**src/rtl/counter_multimode.sv**
```systemverilog
// Multi-mode up/down counter (free-run, modulo, one-shot, hold) with registered TC pulse and sticky DONE.
// One edge from sampled inputs to C/TC/DONE; no handshake, ENABLE=0 or MODE=hold simply freezes C.
module counter_multimode #(
    parameter int               WIDTH       = 8,
    parameter logic [WIDTH-1:0] RESET_VALUE = '0
) (
`ifdef USE_POWER_PINS
    inout  wire              vccd1,
    inout  wire              vssd1,
`endif
    input  logic             CLK,
    input  logic             RESET,
    input  logic             ENABLE,
    input  logic             LOAD,
    input  logic [WIDTH-1:0] VALUE,
    input  logic             DIR,
    input  logic [1:0]       MODE,
    input  logic [WIDTH-1:0] LIMIT,
    output logic [WIDTH-1:0] C,
    output logic             TC,
    output logic             DONE
);

    typedef enum logic [1:0] {
        MODE_FREE    = 2'b00,
        MODE_MODULO  = 2'b01,
        MODE_ONESHOT = 2'b10,
        MODE_HOLD    = 2'b11
    } mode_t;

    localparam logic [WIDTH-1:0] ONE      = WIDTH'(1);
    localparam logic [WIDTH-1:0] ALL_ONES = {WIDTH{1'b1}};
    localparam logic [WIDTH-1:0] ZERO     = '0;

    mode_t            mode_sel;
    logic [WIDTH-1:0] c_up;
    logic [WIDTH-1:0] c_dn;
    logic [WIDTH-1:0] c_step;
    logic [WIDTH-1:0] c_nxt;
    logic             tc_nxt;
    logic             done_nxt;

    assign mode_sel = mode_t'(MODE);
    assign c_up     = C + ONE;
    assign c_dn     = C - ONE;
    assign c_step   = DIR ? c_dn : c_up;

    always_comb begin
        c_nxt    = C;
        tc_nxt   = 1'b0;
        done_nxt = DONE;
        if (LOAD) begin
            c_nxt    = VALUE;
            done_nxt = 1'b0;
        end else if (ENABLE) begin
            case (mode_sel)
                MODE_FREE: begin
                    c_nxt  = c_step;
                    tc_nxt = DIR ? (C == ZERO) : (C == ALL_ONES);
                end
                MODE_MODULO: begin
                    if (!DIR) begin
                        // Values above LIMIT (e.g. after a load) also wrap to zero.
                        if (C >= LIMIT) begin
                            c_nxt  = ZERO;
                            tc_nxt = 1'b1;
                        end else begin
                            c_nxt = c_up;
                        end
                    end else begin
                        if (C == ZERO) begin
                            c_nxt  = LIMIT;
                            tc_nxt = 1'b1;
                        end else begin
                            c_nxt = c_dn;
                        end
                    end
                end
                MODE_ONESHOT: begin
                    if (!DONE) begin
                        if (C == LIMIT) begin
                            done_nxt = 1'b1;
                            tc_nxt   = 1'b1;
                        end else begin
                            c_nxt = c_step;
                        end
                    end
                end
                MODE_HOLD: begin
                    c_nxt = C;
                end
            endcase
        end
    end

    always_ff @(posedge CLK or posedge RESET) begin
        if (RESET) begin
            C    <= RESET_VALUE;
            TC   <= 1'b0;
            DONE <= 1'b0;
        end else begin
            C    <= c_nxt;
            TC   <= tc_nxt;
            DONE <= done_nxt;
        end
    end

endmodule

```
**config.mk**
```make
export PLATFORM = sky130hd
export DESIGN_NAME = counter_multimode
export DESIGN_NICKNAME = d
export VERILOG_FILES = /design/src/rtl/counter_multimode.sv
export SDC_FILE = /design/constraint.sdc
export NUM_CORES = 1
export LEC_CHECK = 0
export BUFFER_PORTS_ARGS = -buffer_cell sky130_fd_sc_hd__clkbuf_2
export CAP_MARGIN = 20
export CORE_MARGIN = 2
export CORE_UTILIZATION = 30
export CTS_BUF_LIST = sky130_fd_sc_hd__clkbuf_2
export DETAILED_ROUTE_END_ITERATION = 10
export SYNTH_ARGS = -nofsm -noshare
export SYNTH_HDL_FRONTEND = slang
export SYNTH_SLANG_ARGS = --single-unit
```
**constraint.sdc**
```tcl
create_clock -name CLK -period 4.7 [get_ports CLK]
set_clock_uncertainty 0.2 [all_clocks]
set_input_delay 0.235 -clock CLK [delete_from_list [all_inputs] [get_ports CLK]]
set_output_delay 0.235 -clock CLK [all_outputs]
set_load 0.02 [all_outputs]
```
## After elaboration in Yosys (flattened, before gate mapping)

Index checks and enable logic that the tools add are counted.

| word-level totals | value |
|---|---|
| register bits after elaboration | 10 |
| input port bits | 23 |
| output and inout port bits | 10 |
| word-level logic and storage cells | 42 |

| operators by class | value |
|---|---|
| add/sub/neg operators | 2 |
| $lt $le $gt $ge | 1 |
| eq/ne operators | 8 |
| mux-type cells | 22 |
| reductions and logical operators | 6 |

Operators with widths:

| operator | number |
|---|---|
| 8-bit 2-to-1 mux | 8 |
| 8-bit case mux with 3 select lines | 1 |
| 1-bit 2-to-1 mux | 12 |
| 8-bit by 1-bit adder with 8-bit output, second input constant | 1 |
| 8-bit == test | 1 |
| 8-bit == test, second input constant | 1 |
| 8-bit greater-or-equal comparator | 1 |
| 8-bit zero test | 1 |
| 8-bit by 1-bit subtractor with 8-bit output, second input constant | 1 |
| 3-bit != test, second input constant | 2 |
| 2-bit == test, second input constant | 2 |
| 4-bit AND reduction | 1 |
| 2-bit nonzero test | 2 |
| 1-bit case mux with 3 select lines | 1 |
| 2-bit by 1-bit == test with 1-bit output, second input constant | 1 |
| 2-bit zero test | 1 |
| 2-bit != test, second input constant | 1 |
| 2-bit AND reduction | 1 |

## Depth between registers and ports, before layout

| logic depth | value |
|---|---|
| word-level depth | 7 |
| mapped depth | 9 |
| gate-level depth less buffers | 7 |

## Worst setup path after synthesis

Ideal clock, no wire load.

| timing path | value |
|---|---|
| path kind | register -> register |
| from | reg C[0] |
| to | reg C[3] |
| library setup time | 0.137 ns |
| data arrival time | 2.203 ns |
| required time | 4.363 ns |
| slack | 2.160 ns |
| stages on the path, launching flop included | 9 |
| path buffers | 1 |
| clock period less this slack | 2.540 ns |
| cells stage by stage | dfrtp_1 > clkbuf_1 > inv_1 > ha_1 > or3b_2 > o311ai_1 > a31oi_1 > a2111oi_0 > nor3_1 |

| on the way | value |
|---|---|
| word-level cells in the longest chain between the ends | 7 |
| elaborated cells on any way between the ends | 16 |
| those cells by class | add/sub (2); order compare (1); eq/ne (2); mux (9); reduce/logical (2) |

Ends and longest elaborated chain:

| element | line | RTL |
|---|---|---|
| start, declared | 19 | `output logic [WIDTH-1:0] C,` |
| start signal, assigned | 102 | `C <= c_nxt;` |
| 8-bit by 1-bit adder with 8-bit output or 8-bit by 1-bit subtractor with 8-bit output (tied branches) | 44, 45 |  |
| 8-bit 2-to-1 mux | 46 | `assign c_step = DIR ? c_dn : c_up;` |
| 8-bit 2-to-1 mux | 81 | `if (C == LIMIT) begin` |
| 8-bit 2-to-1 mux | 80 | `if (!DONE) begin` |
| 8-bit case mux with 3 select lines | 56 | `case (mode_sel)` |
| 8-bit 2-to-1 mux | 55 | `end else if (ENABLE) begin` |
| 8-bit 2-to-1 mux | 52 | `if (LOAD) begin` |

Several ways; a longest one is shown, not always the timed one. The select of a mux whose other input is x is not followed.
A chain may end at the register's enable or synchronous reset.

## Worst setup path after layout

Ends and elaborated chain as after synthesis.

==> impl_summary.log <==
[metrics] outcome: completed
[metrics] setup slack on the worst flop-to-flop path: a little over 2 ns
[metrics] Total Wirelength: 4092 µm
[metrics] primary flip-flop cell chosen by synthesis mapping: sky130_fd_sc_hd__dfrtp_1
[metrics] via count: 1490
[metrics] Worst Max-Slew Pin Slew: ~0.67 ns
[metrics] crit-path cells: inv_1 -> ha_1 -> or3b_2 -> o311ai_1 -> a31oi_1 -> a2111oi_0 -> nor3_1
[metrics] synthesized-area fraction occupied by adder cells: approximately 10%
[metrics] Bufs and invs on worst path: 1
[metrics] die footprint: about 5000 µm²
[metrics] crit path DAT: about 2.6 ns
[metrics] insertion delay to the later sink of the worst-skew pair: around 0.26 ns
[metrics] worst setup slack before clock tree synthesis: 2.097 ns
[metrics] count of different cell masters after synthesis: 49
[metrics] post-route clock period utilization: roughly 56%
[metrics] initial core utilization: 31.08%
[metrics] Internal: roughly 190 µW
[metrics] Synth Register Bits: 10
[metrics] multi-input combinational cell area: approximately 980 µm²
[metrics] fraction of layout instances using a drive strength above 1: a little over a fifth
[metrics] vias in the first global route: 1442
[metrics] number of port buffers: 32
[metrics] net switching power: around 170 µW
[metrics] total instance count after detailed placement: 253
[metrics] Crit. path cell count: 7
[metrics] first-pass GRT wire length: 6975 µm
[metrics] CTS root buffer: sky130_fd_sc_hd__clkbuf_2
[metrics] crit path capture: C[3]$_DFFE_PP0P_
[metrics] pins over their slew limit: 0
[metrics] combinational family with the most area after synthesis: compound AO/OA/AOI/OAI gates
[metrics] origin of the worst setup path: C[0]$_DFFE_PP0P_
[metrics] CTS tree: done
[metrics] vertical extent of the die: around 71 µm
[metrics] # nets final: ~240
[metrics] Layout Area Growth over Synthesis: 14.34%
[metrics] FP Rows: 24
[metrics] clock power share: between 10% and 20%
[metrics] number of cells upsized or downsized after cts: 0
[metrics] Mean Syn Cell Area: about 7.3 µm²
[metrics] critical path data required time: 4.65 ns
[metrics] IR Drop Worst-Case VDD: around 0.000090 V
[metrics] antenna-violating nets left: 0
[metrics] unrepaired setup endpoints after global routing: no
[metrics] Synth Instances: between 150 and 200
[metrics] basic-gate share of the synthesized area counting and, or, nand and nor cells: roughly a quarter
[metrics] combinational fraction of design power: about half
[metrics] Hold Path Origin: LOAD
[metrics] least setup slack across all paths after layout: 2.067 ns
[metrics] total of fill cells in the finished design: 485
[metrics] Synth async-reset ratio: 100.0%
[metrics] area of the placeable core: between 4000 and 5000 µm²
[metrics] delay of the slowest cell on the worst path: 0.51 ns
[metrics] type of element capturing the critical path: flop
[metrics] number of antenna violations at the first check in global routing: 0
[metrics] share of cell area taken by muxes after synthesis: less than 1%
[metrics] worst hold path class: input port to flop
[metrics] Diodes inserted: 0
[metrics] count of routing violations after the opening detailed-route iteration: 130
[metrics] Seq pwr share: 36.8%
[metrics] post-DP HPWL: between 3000 and 4000 µm
[metrics] number of buffers added for setup after CTS: 0
[metrics] clock tree sinks: 10
[metrics] CTS max path bufs: 2
[metrics] Seq. cell area: approximately 250 µm²
[metrics] yosys synthesis warning count: 0
[metrics] post-DR vias/cell: about 5.8
[metrics] gp weighted congestion: approximately 0.86
[metrics] Power, Total: ~360 µW
[metrics] number of levels in the clock H-tree: 1
[metrics] worst slew margin relative to its limit: a little under three fifths
[metrics] number of iterations in the first detailed-routing pass: 4
[metrics] sequential cell area fraction in the yosys report: between 10% and 20%
[metrics] Sum Neg Setup Slack: 0 ns
[metrics] number of buffers created by CTS: 3
[metrics] Hold Vio Cnt, Final: 0
[metrics] Post-Route Hold Slack: approximately 0.027 ns
[metrics] post-synthesis instance area: between 1000 and 1500 µm²
[metrics] Synth Area in Compound Gates: roughly a third
[metrics] DRC violation count after routing: 0
[metrics] power density of the placed cells: roughly 240 nW/µm²
[metrics] Critical Setup Path Class: flop to flop
[metrics] leakage power summed over all cells: 0.6608 nW
[metrics] launching element type of the critical path: flop
[metrics] cell type group with the largest total delay on the critical path: compound AO/OA/AOI/OAI gates
[metrics] Tot GR Track Use: 17.47%
[metrics] reg2reg path depth: 7
[metrics] Crit-path slowest cell: sky130_fd_sc_hd__dfrtp_1
[metrics] clock period minus final worst setup slack: around 2.6 ns
[metrics] final non-filler cell total: ~260
[metrics] critical register-to-register path endpoint: C[3]$_DFFE_PP0P_
[metrics] setup-violating endpoint count in the final report: 0
[metrics] Synth Area in XOR/XNOR: around 2.6%
[metrics] count of maximum capacitance violations: 0
[metrics] average detailed-routed wire length per instance: approximately 16 µm
[metrics] switching part of the total: 47.69%
[metrics] FMAX: 0.3797 GHz
[metrics] die extent in x: approximately 71 µm
[metrics] grt total ovfl: 0
[metrics] syn_nets: ~220
[metrics] number of synthesized flops with an enable pin: 0
[metrics] Clock transition at path regs: around 0.13 ns
[metrics] launch point of the worst reg-to-reg path: C[0]$_DFFE_PP0P_
[metrics] peak fanout along the critical path: 11
[metrics] maximum number of pins on one net before global-route repair: 22
[metrics] top-level port count: 33
how the worst min path moves through the flow:
stage | to | slack [ns] | cells after the start
floorplan | C[0]$_DFFE_PP0P_ | -0.12 | 1
global placement | C[6]$_DFFE_PP0P_ | 0.07 | 2
detailed placement | C[6]$_DFFE_PP0P_ | 0.07 | 2
CTS | DONE$_DFFE_PP0P_ | 0.02 | 2
global route | DONE$_DFFE_PP0P_ | 0.03 | 2
finish | DONE$_DFFE_PP0P_ | 0.03 | 2
power groups by stage:
stage                     Clock (mW)  Sequential (mW)  Combinational (mW)
after global placement             0            0.134               0.177
after detailed placement           0            0.135               0.177
after global routing          0.0576            0.140               0.201
final                         0.0527            0.134               0.177
after floorplan                    0            0.121               0.137
after CTS                     0.0526            0.133               0.178
registers in the layout, indices dropped and copies added (netlist names):
name	count
C	8
DONE	1
TC	1
metrics by stage:
stage / area [µm²] / util (%)
after global placement: 1511 / 34.95
after global routing: 1536 / 35.53
after floorplan: 1344 / -
final: 1536 / 35.53
after detailed placement: 1511 / 34.95
after CTS: 1536 / 35.53
final cells by class:
class,instances,area share [%]
multi-input combinational,143,63.52
sequential,10,16.29
timing repair buffer,33,11.07
tap,52,4.235
inverter,16,3.909
clock buffer,3,0.9772
cell usage after synthesis, types with 5 or more instances:
| library cell | instances | area (µm²) |
|---|---|---|
| sky130_fd_sc_hd__nand4_1 | 5 | 31.28 |
| sky130_fd_sc_hd__nor2_1 | 9 | 33.78 |
| sky130_fd_sc_hd__nand2_1 | 9 | 33.78 |
| sky130_fd_sc_hd__nand3_1 | 8 | 40.04 |
| sky130_fd_sc_hd__a21oi_1 | 6 | 30.03 |
| sky130_fd_sc_hd__dfrtp_1 | 10 | 250.2 |
| sky130_fd_sc_hd__ha_1 | 11 | 137.6 |
| sky130_fd_sc_hd__o22ai_1 | 6 | 37.54 |
| sky130_fd_sc_hd__o21a_1 | 6 | 45.04 |
| sky130_fd_sc_hd__clkbuf_1 | 9 | 33.78 |
| sky130_fd_sc_hd__nor3_1 | 7 | 35.03 |
| sky130_fd_sc_hd__o21ai_0 | 14 | 70.07 |
| sky130_fd_sc_hd__inv_1 | 15 | 56.30 |
| sky130_fd_sc_hd__a31oi_1 | 7 | 43.79 |
cells by family after synthesis:
| family | count (synthesis) |
|---|---|
| adder cells (fa/ha/maj) | 11 |
| AND/OR/NAND/NOR | 63 |
| flip-flops | 10 |
| XOR/XNOR | 4 |
| multiplexers | 1 |
| AO/OA/AOI/OAI | 64 |
| buffers and inverters | 30 |
repair_timing:
action,4_1_cts,5_1_grt
hold buffers,1,0
endpoints found under the hold margin,10,0
setup endpoints to repair,0,0
routing by layer:
layer	wire length, µm	track usage, %	vias up	part of all wire [%]
met5	0	0	-	0
met2	1937	27.73	40	47
met4	44	3.564	0	1.1
met1	1911	25.37	705	47
li1	-	-	741	-
met3	198	2.422	4	4.8
worst reg2reg max path, cell delays in order, from the launching register on:
cell	delay, ns
sky130_fd_sc_hd__dfrtp_1	0.51
sky130_fd_sc_hd__inv_1	0.20
sky130_fd_sc_hd__ha_1	0.23
sky130_fd_sc_hd__or3b_2	0.51
sky130_fd_sc_hd__o311ai_1	0.27
sky130_fd_sc_hd__a31oi_1	0.10
sky130_fd_sc_hd__a2111oi_0	0.41
sky130_fd_sc_hd__nor3_1	0.11
placed cells by master (no fill, tap or decap), types with 7 or more instances in the layout:
cell type,count
sky130_fd_sc_hd__inv_1,15
sky130_fd_sc_hd__o21ai_0,14
sky130_fd_sc_hd__nor3_1,7
sky130_fd_sc_hd__a31oi_1,7
sky130_fd_sc_hd__dfrtp_1,10
sky130_fd_sc_hd__clkbuf_2,35
sky130_fd_sc_hd__nand3_1,8
sky130_fd_sc_hd__nand2_1,9
sky130_fd_sc_hd__nor2_1,9
sky130_fd_sc_hd__ha_1,11
No activity file was read; power rests on OpenSTA's default activity.
